**config.mk**
```make
export PLATFORM = sky130hd
export DESIGN_NAME = lcd_init_sequencer
export DESIGN_NICKNAME = d
export VERILOG_FILES = /design/src/rtl/lcd_init_sequencer.sv
export SDC_FILE = /design/constraint.sdc
export NUM_CORES = 1
export LEC_CHECK = 0
export CELL_PAD_IN_SITES_DETAIL_PLACEMENT = 1
export CELL_PAD_IN_SITES_GLOBAL_PLACEMENT = 2
export CORE_UTILIZATION = 31
export CTS_BUF_LIST = sky130_fd_sc_hd__clkbuf_2 sky130_fd_sc_hd__clkbuf_4 sky130_fd_sc_hd__clkbuf_8
export CTS_CLUSTER_SIZE = 24
export DETAILED_ROUTE_END_ITERATION = 7
export PLACE_DENSITY = 0.79
export SLEW_MARGIN = 10
export SYNTH_ARGS = -nofsm -noshare
export SYNTH_HDL_FRONTEND = slang
export SYNTH_SLANG_ARGS = --single-unit
export TNS_END_PERCENT = 5
```
**constraint.sdc**
```tcl
create_clock -name clk -period 4.5 [get_ports clk]
set_input_delay 0.9 -clock clk [delete_from_list [all_inputs] [get_ports clk]]
set_output_delay 0.9 -clock clk [all_outputs]
set_load 0.05 [all_outputs]
```
**src/rtl/lcd_init_sequencer.sv**
```systemverilog
// Power-on sequencer for the static-screen LCD: plays the init ROM table into the
// byte transmitter after the reset pulser finishes, then hands TX to the pixel stream.
module lcd_init_sequencer #(
  parameter int AW         = 6,
  parameter int DELAY_UNIT = 1000,
  parameter int DW         = 16
) (
  input  logic          clk,
  input  logic          rst,
  input  logic          start,
  input  logic          rst_done,
  output logic [AW-1:0] rom_addr,
  input  logic [9:0]    rom_data,
  output logic          tx_valid,
  output logic [7:0]    tx_byte,
  output logic          tx_dc,
  input  logic          tx_ready,
  input  logic          pix_valid,
  input  logic [7:0]    pix_byte,
  output logic          pix_ready,
  output logic          busy,
  output logic          init_done,
  output logic          err
);

  typedef enum logic [2:0] {
    S_IDLE, S_WAIT_RST, S_FETCH, S_DECODE, S_SEND, S_DELAY, S_DONE, S_ERR
  } state_t;

  localparam logic [AW-1:0] LAST_ADDR = '1;
  localparam logic [DW-1:0] UNIT      = DW'(DELAY_UNIT);

  state_t        state_reg, state_next;
  logic [AW-1:0] addr_reg, addr_next;
  logic [7:0]    byte_reg, byte_next;
  logic          dc_reg, dc_next;
  logic [DW-1:0] cnt_reg, cnt_next;
  logic          entry_done;

  always_ff @(posedge clk) begin
    if (rst) begin
      state_reg <= S_IDLE;
      addr_reg  <= '0;
      byte_reg  <= '0;
      dc_reg    <= 1'b0;
      cnt_reg   <= '0;
    end else begin
      state_reg <= state_next;
      addr_reg  <= addr_next;
      byte_reg  <= byte_next;
      dc_reg    <= dc_next;
      cnt_reg   <= cnt_next;
    end
  end

  always_comb begin
    state_next = state_reg;
    addr_next  = addr_reg;
    byte_next  = byte_reg;
    dc_next    = dc_reg;
    cnt_next   = cnt_reg;
    entry_done = 1'b0;
    case (state_reg)
      S_IDLE, S_ERR: begin
        if (start) begin
          state_next = S_WAIT_RST;
          addr_next  = '0;
        end
      end
      S_WAIT_RST: if (rst_done) state_next = S_FETCH;
      S_FETCH:    state_next = S_DECODE;
      S_DECODE: begin
        case (rom_data[9:8])
          2'b00, 2'b01: begin
            byte_next  = rom_data[7:0];
            dc_next    = rom_data[8];
            state_next = S_SEND;
          end
          2'b10: begin
            if (rom_data[7:0] != 8'd0) begin
              // Counter ends at 0 on the last delay cycle, so N*UNIT cycles total.
              cnt_next   = DW'(rom_data[7:0]) * UNIT - DW'(1);
              state_next = S_DELAY;
            end else begin
              entry_done = 1'b1;
            end
          end
          default: state_next = S_DONE;
        endcase
      end
      S_SEND: if (tx_ready) entry_done = 1'b1;
      S_DELAY: begin
        if (cnt_reg == '0) entry_done = 1'b1;
        else               cnt_next   = cnt_reg - DW'(1);
      end
      S_DONE:  state_next = S_DONE;
      default: state_next = S_IDLE;
    endcase
    // Running past the last table slot is an error; the address is not wrapped.
    if (entry_done) begin
      if (addr_reg == LAST_ADDR) begin
        state_next = S_ERR;
      end else begin
        addr_next  = addr_reg + AW'(1);
        state_next = S_FETCH;
      end
    end
  end

  always_comb begin
    rom_addr  = addr_reg;
    tx_valid  = (state_reg == S_SEND);
    tx_byte   = byte_reg;
    tx_dc     = dc_reg;
    pix_ready = 1'b0;
    busy      = (state_reg == S_WAIT_RST) || (state_reg == S_FETCH) ||
                (state_reg == S_DECODE) || (state_reg == S_SEND) ||
                (state_reg == S_DELAY);
    init_done = (state_reg == S_DONE);
    err       = (state_reg == S_ERR);
    if (state_reg == S_DONE) begin
      tx_valid  = pix_valid;
      tx_byte   = pix_byte;
      tx_dc     = 1'b1;
      pix_ready = tx_ready;
    end
  end

endmodule
```
==> summary.txt, run 1 <==
Run status
  • Status: complete, but fails checks
  • Failing checks: setup timing

Drt
  • 1st-pass router iterations: 4
  • Post-route ant nets: 0
  • Wire length per cell: between 15 and 20 microns
  • Total number of vias: around 3500
  • Number of remaining DRC errors: 0
  • Total wire length: 10.89 mm
  • Initial drt markers: approximately 130
  • Via-to-Cell Ratio: slightly above 5

Worst setup path
  • Worst Reg-to-Reg Cells: 7
  • Worst path bufs/invs: 4
  • Crit Path Max Fanout: 3
  • Critical path, cell by cell: buf_8, fa_1, xor2_1, ha_1, fa_1, inv_2, fa_1, inv_2, ha_4, buf_6, a21o_1, a21oi_2, a21boi_2, o311a_1, o22a_1, a311oi_2, nor3b_1
  • Critical path depth: 17
  • CP Launch Type: input pin
  • Worst endpoint required time: about 4700 ps
  • Critical path destination: cnt_reg[15]$_SDFFE_PP0P_
  • Critical path startpoint: rom_data[0]
  • CP max stage cell: fa_1
  • Critical path's largest stage delay: around 570 ps
  • Critical Path AT: between 4000 and 5000 ps
  • Cell family with most CP delay: adder cells
  • R2r setup slk: about 2000 ps
  • CP most frequent cell: fa_1
  • Crit Path Category: in -> reg
  • R2r endpoint: cnt_reg[15]$_SDFFE_PP0P_
  • R2r startpoint: state_reg[1]$_SDFFE_PP0P_
  • Crit end category: register

Final layout
  • Final Cell Area: 4887 sq um
  • Storage cell area: between 600 and 700 sq um
  • Syn-to-layout area delta: 34.27%
  • Diodes inserted: 0
  • Ratio of cells with drive above 1 in the final layout: a little over a fifth
  • Multi-input logic area: 2885 sq um
  • Commonest non-fill, non-tap cell in the layout: nand2_1
  • Layout Utilization: a little over two fifths
  • Max FFs per register: 16
  • Most frequent cells in the layout: nand2_1, buf_4, inv_1, clkdlybuf4s50_1
  • Nets: between 600 and 700
  • FILL cells: 1387

STA
  • RSZ-0062 raised after global routing: true
  • Fin Clk Skew: ~9 ps
  • Final WS setup: -44.16 ps
  • Setup Viol. Count Final: 3
  • Worst Max-Slew Pin Slew: ~1100 ps
  • Max Fclk: ~220 MHz
  • Final hold vios: 0
  • Slew headroom: around 27%
  • Worst hold slack: roughly 460 ps
  • Crit path time final: 4544 ps
  • Final Slew Violations: 0
  • Period utilization: 101.0%

Logic synthesis
  • Most common flop cell mapped by yosys: dfxtp_1
  • Synth Area in Compound Gates: 19.73%
  • Yosys top cell by area: dfxtp_1
  • Synthesized area per cell: ~7.9 sq um
  • Yosys top cell area share: 18.70%
  • Register area share after synthesis: between 10% and 20%
  • Post-Synth Adder-Cell Area: 24.27%
  • Synth Area in XOR/XNOR: under 10%
  • Synth Warn #: 0
  • Post-synth EDFFs: 0
  • Mapped Area: 3640 sq um
  • Synth Area in Simple Gates: about a quarter
  • Post-synthesis mux area share: 0.5500%
  • Async set-reset flop share out of synthesis: 0%
  • Largest family of logic cells by synthesized area: adder cells
  • Post-synthesis cell type count: 69
  • Mapped Cells: between 400 and 500
  • FF+latch count, synth: 34
  • Synthesized Nets: 544
  • Top cells by area, synth: dfxtp_1, ha_1, fa_1

GRT
  • Grt ovf: 0
  • Vias in the first global route: about 3600
  • First-pass GRT wire length: around 18 mm
  • Initial antenna violation count: 0
  • GRT Total Usage: 18.70%
  • Largest net degree at the start of global routing: 26

Clock network
  • Latest clock arrival within the worst-skew pair: ~290 ps
  • # hold bufs at CTS: 0
  • CTS Buf Count: 5
  • H-Tree Depth: 2
  • Worst-path clk slew: ~70 ps
  • Clk sink count: 34
  • Max clock buf depth: 2
  • CTS Root Cell: clkbuf_8
  • CTS tree: built

Die
  • Row count: 39
  • I/O pin total: 44
  • Die Y: around 110 microns
  • Core Area: approximately 11000 sq um
  • Die area: roughly 12000 sq um
  • Initial Utilization: a little under a third
  • Die W: around 110 microns

Power
  • Worst ir drop on vdd: just over 0.2 mV
  • Sequential Power Share: 13.6%
  • Switching share of power: a little over two fifths
  • PwrDens: 496.0 nW/um^2
  • LEAKAGE: 2.042 nW
  • Comb pwr share: 75.3%
  • Clock power frac: between 10% and 20%
  • P_int: 1.378 mW
  • Psw: 1.046 mW

Place
  • Placed Area: about 4600 sq um
  • PortBufs: 43
  • RePlAce Congestion: 0.8492
  • Post-DP HPWL: 8.609 mm
  • Place WS: -869.5 ps

Hold path
  • Hold Crit Class: reg -> reg

Run
  • Max-cap violations: 0
worst register-to-register path, cell delays in order (launching register included):
cell and delay (ps):
dfxtp_1 680, nand3b_1 510, nor3_4 140, a211oi_4 250
buf_4 270, a21oi_1 100, a311o_1 340, nor3b_1 170
per-layer routing:
| metal | GRT usage, % | share of wire (%) |
|---|---|---|
| met1 | 24.18 | 46 |
| met2 | 32.74 | 50 |
| met5 | 0 | 0 |
| met3 | 2.410 | 2.8 |
| met4 | 4.605 | 0.94 |
how the worst min path moves through the flow:
stage	from	endpoint	depth (start not counted)
3_3_place_gp	dc_reg$_SDFFE_PP0P_	dc_reg$_SDFFE_PP0P_	2
5_1_grt	byte_reg[2]$_SDFFE_PP0P_	byte_reg[2]$_SDFFE_PP0P_	2
3_5_place_dp	byte_reg[2]$_SDFFE_PP0P_	byte_reg[2]$_SDFFE_PP0P_	2
4_1_cts	byte_reg[2]$_SDFFE_PP0P_	byte_reg[2]$_SDFFE_PP0P_	2
6_report	byte_reg[7]$_SDFFE_PP0P_	byte_reg[7]$_SDFFE_PP0P_	2
2_1_floorplan	dc_reg$_SDFFE_PP0P_	dc_reg$_SDFFE_PP0P_	2
through the flow:
stage / cells / total power [mW] / TNS (ps)
after floorplan: 462 / 1.284 / -79.39
after global placement: 683 / 1.824 / -5192
after detailed placement: 683 / 1.878 / -5832
after CTS: 692 / 2.294 / -53.27
after global routing: 693 / 2.609 / -497.8
final: 693 / 2.424 / -54.38
power by group through the flow:
stage,clock [mW],combinational (mW),sequential (mW)
4_1_cts,0.277,1.69,0.330
3_3_place_gp,0,1.49,0.336
6_report,0.268,1.83,0.330
5_1_grt,0.293,1.98,0.333
3_5_place_dp,0,1.54,0.337
2_1_floorplan,0,0.956,0.329
cells by family after synthesis:
group                      after synthesis
adders and majority gates               58
xor gates and xnor gates                20
and+or+nand+nor                        171
buffers and inverters                   68
AOI/OAI and AO/OA                      109
DFF                                     34
muxes                                    2
synthesized netlist by cell type (all sizes together), types with 3 or more instances:
cell	n
fa	21
a211oi	4
a21oi	36
and2	5
nand2	70
o211ai	4
a311oi	3
nand2b	4
o22ai	9
xor2	8
o21ai	23
ha	37
nor3	14
clkbuf	13
nand3	11
nor4	3
a31oi	3
a22oi	7
or3	3
and3	4
inv	48
buf	6
nand4	5
dfxtp	34
nor2	35
xnor2	12
final cells by class:
type / instances / area share, %
flip-flops and latches: 34 / 13.93
repair buffers: 99 / 17.36
inverters: 49 / 3.763
well taps: 143 / 3.661
multi-input cells: 360 / 59.04
clock buffers: 8 / 2.253
repair_timing:
action                                  CTS  global route
endpoints found under the setup margin    7             6
pin swaps                                22             8
resized for setup                        40            14
buffers inserted                          1             1
(Power assumes the default switching activity.)
==> inputs of run 2 (changes only) <==
clock period = 4.07 ns   (was 4.5 ns; I/O delays follow)
==> run 2 against run 1 <==
Effect of this change:
- the run still ends with setup timing left
- final cell count grew 0.43%
- critical path depth is the same
- core utilization unchanged
- register-to-register slack got worse by 600 ps
- first-iteration DRC count is 4.8% higher
- clock power is 21% higher
- count of clock-buffer cells in the layout down 3
- total power rose by 12%
- sequential share of layout area is the same
- via count grew 3.6%
- worst hold slack improved by 1.7 ps
- flip-flop and latch count unchanged
- largest power group unchanged
==> summary.txt, run 2 (synthesis gave the netlist of run 1 again) <==
Place
  • PortBufs: 43 (unchanged)
  • Post-DP HPWL: 8.562 mm (-0.54%)
  • Place WS: -1165 ps (-295.6 ps)
  • RePlAce Congestion: 0.8497 (about the same)
  • Placed Area: 4581 sq um (-0.25%)

Run
  • Max-cap violations: 0 (unchanged)

STA
  • Final hold vios: 0 (unchanged)
  • RSZ-0062 raised after global routing: true
  • Crit path time final: 4617 ps
  • Max Fclk: about 220 MHz
  • Worst Max-Slew Pin Slew: 870.2 ps (-218.9 ps)
  • Period utilization: 113.4%
  • Slew headroom: 41.54% (+15 points)
  • Fin Clk Skew: 11.34 ps (+2.348 ps)
  • Setup TNS Final: -2627 ps (-2573 ps)
  • Setup Viol. Count Final: 7 (+4)
  • Final Slew Violations: 0 (unchanged)
  • Final WS setup: -547.1 ps (-503.0 ps)

GRT
  • Vias in the first global route: 3678 (+1.6%)
  • Largest net degree at the start of global routing: 26 (unchanged)
  • First-pass GRT wire length: 17.53 mm (-1.2%)
  • GRT Total Usage: 18.38% (-0.31 points)
  • Grt ovf: 0 (unchanged)
  • Initial antenna violation count: 0 (unchanged)

Drt
  • Number of remaining DRC errors: 0 (unchanged)
  • Initial drt markers: 131 (+4.8%)
  • Total number of vias: 3632 (+3.6%)
  • Post-route ant nets: 0 (unchanged)
  • 1st-pass router iterations: 4 (unchanged)
  • Wire length per cell: 15.62 microns (-0.64%)
  • Total wire length: 10.87 mm (-0.21%)
  • Via-to-Cell Ratio: 5.218 (+3.1%)

Clock network
  • # hold bufs at CTS: 0 (unchanged)
  • CTS Buf Count: 5 (unchanged)
  • Worst-path clk slew: 90 ps (+20 ps)
  • Max clock buf depth: 2 (unchanged)
  • Latest clock arrival within the worst-skew pair: 310 ps (+20 ps)
  • H-Tree Depth: 2 (unchanged)
  • CTS tree: built
  • Clk sink count: 34 (unchanged)
  • CTS Root Cell: clkbuf_8

Final layout
  • Syn-to-layout area delta: 34.27% (unchanged)
  • FILL cells: 1414 (+1.9%)
  • Final Cell Area: 4887 sq um (unchanged)
  • Most frequent cells in the layout: nand2_1, buf_4, inv_1, clkdlybuf4s50_1
  • Ratio of cells with drive above 1 in the final layout: 20.80% (-0.30 points)
  • Layout Utilization: 42.80% (unchanged)
  • Commonest non-fill, non-tap cell in the layout: nand2_1
  • Diodes inserted: 0 (unchanged)
  • Max FFs per register: 16 (unchanged)
  • Nets: 634 (+0.48%)

Worst setup path
  • Critical Path AT: 4810 ps (+90 ps)
  • Crit end category: register
  • CP Launch Type: input pin
  • Crit Path Max Fanout: 4 (+1)
  • Worst endpoint required time: 4270 ps (-410 ps)
  • Crit Path Category: in -> reg

Die
  • Core Area: 11420 sq um (unchanged)
  • I/O pin total: 44 (unchanged)
  • Die Y: 110.4 microns (unchanged)
  • Die W: 110.4 microns (unchanged)
  • Die area: 12180 sq um (unchanged)
  • Row count: 39 (unchanged)
  • Initial Utilization: 31.88% (unchanged)

Power
  • Total power: 2.712 mW (+12%)
  • Worst ir drop on vdd: 0.3227 mV (+56%)
  • PwrDens: 554.9 nW/um^2 (+12%)
  • LEAKAGE: 2.041 nW (about the same)

Hold path
  • Hold Crit Class: reg -> reg

Run status
  • Status: complete, but fails checks
  • Failing checks: setup timing
## run 2: timing repair
action / in CTS / in global routing
gates resized for setup: 26 / 28
pin swaps: 19 / 30
setup endpoints to repair: 8 / 7
endpoints found under the hold margin: 0 / 0
buffers inserted: 5 / 2
## run 2: cell type report
type | instances | area [sq um] | share of cell area, %
Clock buffer | 5 | 68.82 | 1.408
Clock inverter | 3 | 45.04 | 0.9217
Inverter | 49 | 187.7 | 3.840
Multi-Input combinational cell | 360 | 2851 | 58.35
Sequential cell | 34 | 680.7 | 13.93
Tap cell | 143 | 178.9 | 3.661
Timing Repair Buffer | 102 | 874.6 | 17.90
## run 2: worst paths after layout
| check | end | from | slack [ps] | cells past startpoint |
|---|---|---|---|---|
| setup / recovery | cnt_reg[15]$_SDFFE_PP0P_ | rom_data[3] | -550 | 17 |
| hold / removal | byte_reg[3]$_SDFFE_PP0P_ | byte_reg[3]$_SDFFE_PP0P_ | 460 | 2 |
| setup reg to reg | cnt_reg[7]$_SDFFE_PP0P_ | state_reg[1]$_SDFFE_PP0P_ | 1380 | 7 |
| hold reg to reg | byte_reg[3]$_SDFFE_PP0P_ | byte_reg[3]$_SDFFE_PP0P_ | 460 | 2 |
## run 2: power by group
group | switching [mW] | internal [mW]
Sequential | 0.0206 | 0.343
Clock | 0.142 | 0.182
Combinational | 1.02 | 0.999
Total | 1.19 | 1.52
## run 2: worst max-delay path: stages
cell and delay, ps:
buf_6 100, buf_6 110, fa_1 530, inv_1 50
fa_1 470, fa_1 510, fa_1 510, inv_2 50
ha_4 280, buf_6 110, nand4_1 170, a211oi_2 300
o31ai_2 130, a21oi_1 200, a31oi_1 100, a311oi_1 290
nor3b_1 90
## run 2: metrics by stage
| step | std cells | hold WS [ps] |
|---|---|---|
| global placement | 681 | 440.8 |
| global route | 696 | 491.5 |
| finish | 696 | 457.4 |
| CTS | 694 | 460.7 |
| floorplan | 462 | 431.2 |
| detailed placement | 681 | 450.3 |
## run 2: metal layers
| metal | share of wire, % | wire, microns | track usage [%] |
|---|---|---|---|
| met5 | 0 | 0 | 0 |
| met4 | 1.8 | 199 | 4.229 |
| met3 | 3.1 | 339 | 1.822 |
| met2 | 49 | 5310 | 33.23 |
| met1 | 46 | 5019 | 23.38 |
==> inputs of run 3 (changes only) <==
CORE_ASPECT_RATIO = 0.9   (was default)
==> run 3 against run 2 <==
Effect of this change:
- the run still ends with setup timing left
- maximum frequency increased by 2.6%
- final cell count increased by 2.6%
- cell area increased by 2.0%
- global-route usage increased by 0.52 points
- register-to-register slack improved by 220 ps
- non-clock buffer count increased by 6
- first-iteration DRC count increased by 3.1%
- die area about the same
- sequential power about the same
- core utilization increased by 0.81 points
==> summary.txt, run 3 (synthesis gave the netlist of run 1 again) <==
Die
  • Initial Utilization: 31.83% (-0.045 points)
  • Die W: 116.2 microns (+5.3%)
  • I/O pin total: 44 (unchanged)
  • Die Y: 104.8 microns (-5.0%)
  • Core Area: 11430 sq um (+0.14%)
  • Die area: 12180 sq um (about the same)
  • Row count: 37 (-5.1%)

Place
  • PortBufs: 43 (unchanged)
  • Placed Cells: 699 (+2.6%)
  • RePlAce Congestion: 0.8170 (-3.8%)
  • Post-DP HPWL: 8.560 mm (about the same)
  • Place WS: -1179 ps (-13.59 ps)
  • Placed Area: 4634 sq um (+1.2%)

Worst setup path
  • Crit Path Category: in -> reg
  • CP Launch Type: input pin
  • Crit end category: register
  • Crit Path Max Fanout: 5 (+1)
  • Critical Path AT: 4660 ps (-150 ps)
  • Worst endpoint required time: 4220 ps (-50 ps)

Clock network
  • Worst-path clk slew: 70 ps (-20 ps)
  • Clk sink count: 34 (unchanged)
  • Latest clock arrival within the worst-skew pair: 300 ps (about the same)
  • CTS Root Cell: clkbuf_8
  • CTS tree: built
  • H-Tree Depth: 2 (unchanged)
  • CTS Buf Count: 5 (unchanged)
  • Max clock buf depth: 2 (unchanged)

Drt
  • Wire length per cell: 15.80 microns (+1.2%)
  • Total number of vias: 3591 (-1.1%)
  • Via-to-Cell Ratio: 5.029 (-3.6%)
  • 1st-pass router iterations: 4 (unchanged)
  • Total wire length: 11.28 mm (+3.8%)
  • Post-route ant nets: 0 (unchanged)
  • Initial drt markers: 135 (+3.1%)
  • Number of remaining DRC errors: 0 (unchanged)

Power
  • Psw: 1.187 mW (about the same)
  • Worst ir drop on vdd: 0.2166 mV (-33%)
  • Switching share of power: 43.48% (-0.31 points)
  • Total power: 2.731 mW (+0.69%)
  • LEAKAGE: 2.071 nW (+1.5%)
  • Clock power frac: 9.0% (-3.0 points)
  • PwrDens: 547.5 nW/um^2 (-1.3%)
  • Sequential Power Share: 13.3% (about the same)
  • P_int: 1.543 mW (+1.2%)
  • Comb pwr share: 77.7% (+3.1 points)

Final layout
  • Post-Layout Cell Count: 714 (+2.6%)
  • Storage cell area: 680.7 sq um (unchanged)
  • Ratio of cells with drive above 1 in the final layout: 23.12% (+2.3 points)
  • Multi-input logic area: 2920 sq um (+2.4%)
  • Diodes inserted: 0 (unchanged)
  • Nets: 640 (+0.95%)
  • FILL cells: 1386 (-2.0%)
  • Commonest non-fill, non-tap cell in the layout: nand2_1
  • Max FFs per register: 16 (unchanged)
  • Most frequent cells in the layout: nand2_1, buf_4, inv_1, clkdlybuf4s50_1
  • Final Cell Area: 4987 sq um (+2.0%)
  • Syn-to-layout area delta: 37.02%

GRT
  • Initial antenna violation count: 0 (unchanged)
  • Grt ovf: 0 (unchanged)
  • Largest net degree at the start of global routing: 26 (unchanged)
  • First-pass GRT wire length: 18.17 mm (+3.7%)
  • GRT Total Usage: 18.90% (+0.52 points)
  • Vias in the first global route: 3733 (+1.5%)

STA
  • Setup TNS Final: -1941 ps (+686.2 ps)
  • Max Fclk: 222.2 MHz (+2.6%)
  • Final Slew Violations: 0 (unchanged)
  • Worst Max-Slew Pin Slew: 880.8 ps (+10.58 ps)
  • RSZ-0062 raised after global routing: true
  • Slew headroom: 40.83% (-0.71 points)
  • Period utilization: 110.6% (-2.9 points)
  • Fin Clk Skew: 16.22 ps (+4.875 ps)
  • Crit path time final: 4501 ps (-116.5 ps)
  • Setup Viol. Count Final: 6 (-1)
  • Final WS setup: -430.7 ps (+116.5 ps)
  • Final hold vios: 0 (unchanged)

Run status
  • Failing checks: setup timing
  • Status: complete, but fails checks

Hold path
  • Hold Crit Class: reg -> reg

Run
  • Max-cap violations: 0 (unchanged)
## run 3: worst max-delay path, stage by stage
cell and delay, ps:
buf_4 140, fa_1 580, xor2_1 180, ha_2 300, fa_1 490, inv_2 40
fa_1 480, inv_2 50, ha_4 150, buf_6 110, a21o_1 200, a21oi_2 200
a21boi_2 100, buf_4 150, nor4_1 200, a311o_1 230, xnor2_1 140, o22ai_1 100
## run 3: per-stage QoR
stage / utilization, % / hold slack [ps]
floorplan: - / 431.2
global placement: 40.53 / 441.5
detailed placement: 40.53 / 453.0
CTS: 42.55 / 462.5
global route: 43.62 / 480.7
finish: 43.62 / 456.3
## run 3: timing repair
| action | in CTS | in global routing |
|---|---|---|
| hold buffers | 0 | 0 |
| setup buffers | 7 | 3 |
| setup endpoints to repair | 8 | 8 |
| resized for setup | 41 | 30 |
| pin swaps | 18 | 28 |
| hold endpoints to repair | 0 | 0 |
## run 3: layout make-up
class | instances | share of cell area [%]
clock buffer | 5 | 1.380
clock inverter | 2 | 0.2007
multi-input combinational | 360 | 58.55
timing repair buffer | 108 | 18.54
inverter | 49 | 3.763
tap | 156 | 3.914
sequential | 34 | 13.65
## run 3: per-layer routing
layer  track usage [%]  vias to the layer above  wire length, microns
met1             25.04                     1750                  5399
li1                  -                     1783                     -
met3             1.972                       10                   207
met5                 0                        -                     0
met4             4.121                        0                   142
met2             32.70                       48                  5530
## run 3: power groups by stage
stage | sequential, mW | combinational [mW] | clock (mW)
finish | 0.364 | 2.12 | 0.245
global route | 0.367 | 2.31 | 0.271
CTS | 0.364 | 1.90 | 0.257
detailed placement | 0.372 | 1.70 | 0
global placement | 0.371 | 1.63 | 0
floorplan | 0.363 | 1.06 | 0
## run 3: path summary, 6_finish.rpt
check | from | end | slack [ps] | cells after the start
hold reg to reg | byte_reg[1]$_SDFFE_PP0P_ | byte_reg[1]$_SDFFE_PP0P_ | 460 | 2
setup / recovery | rom_data[2] | cnt_reg[14]$_SDFFE_PP0P_ | -430 | 18
setup reg to reg | state_reg[1]$_SDFFE_PP0P_ | cnt_reg[13]$_SDFFE_PP0P_ | 1600 | 8
hold / removal | byte_reg[1]$_SDFFE_PP0P_ | byte_reg[1]$_SDFFE_PP0P_ | 460 | 2
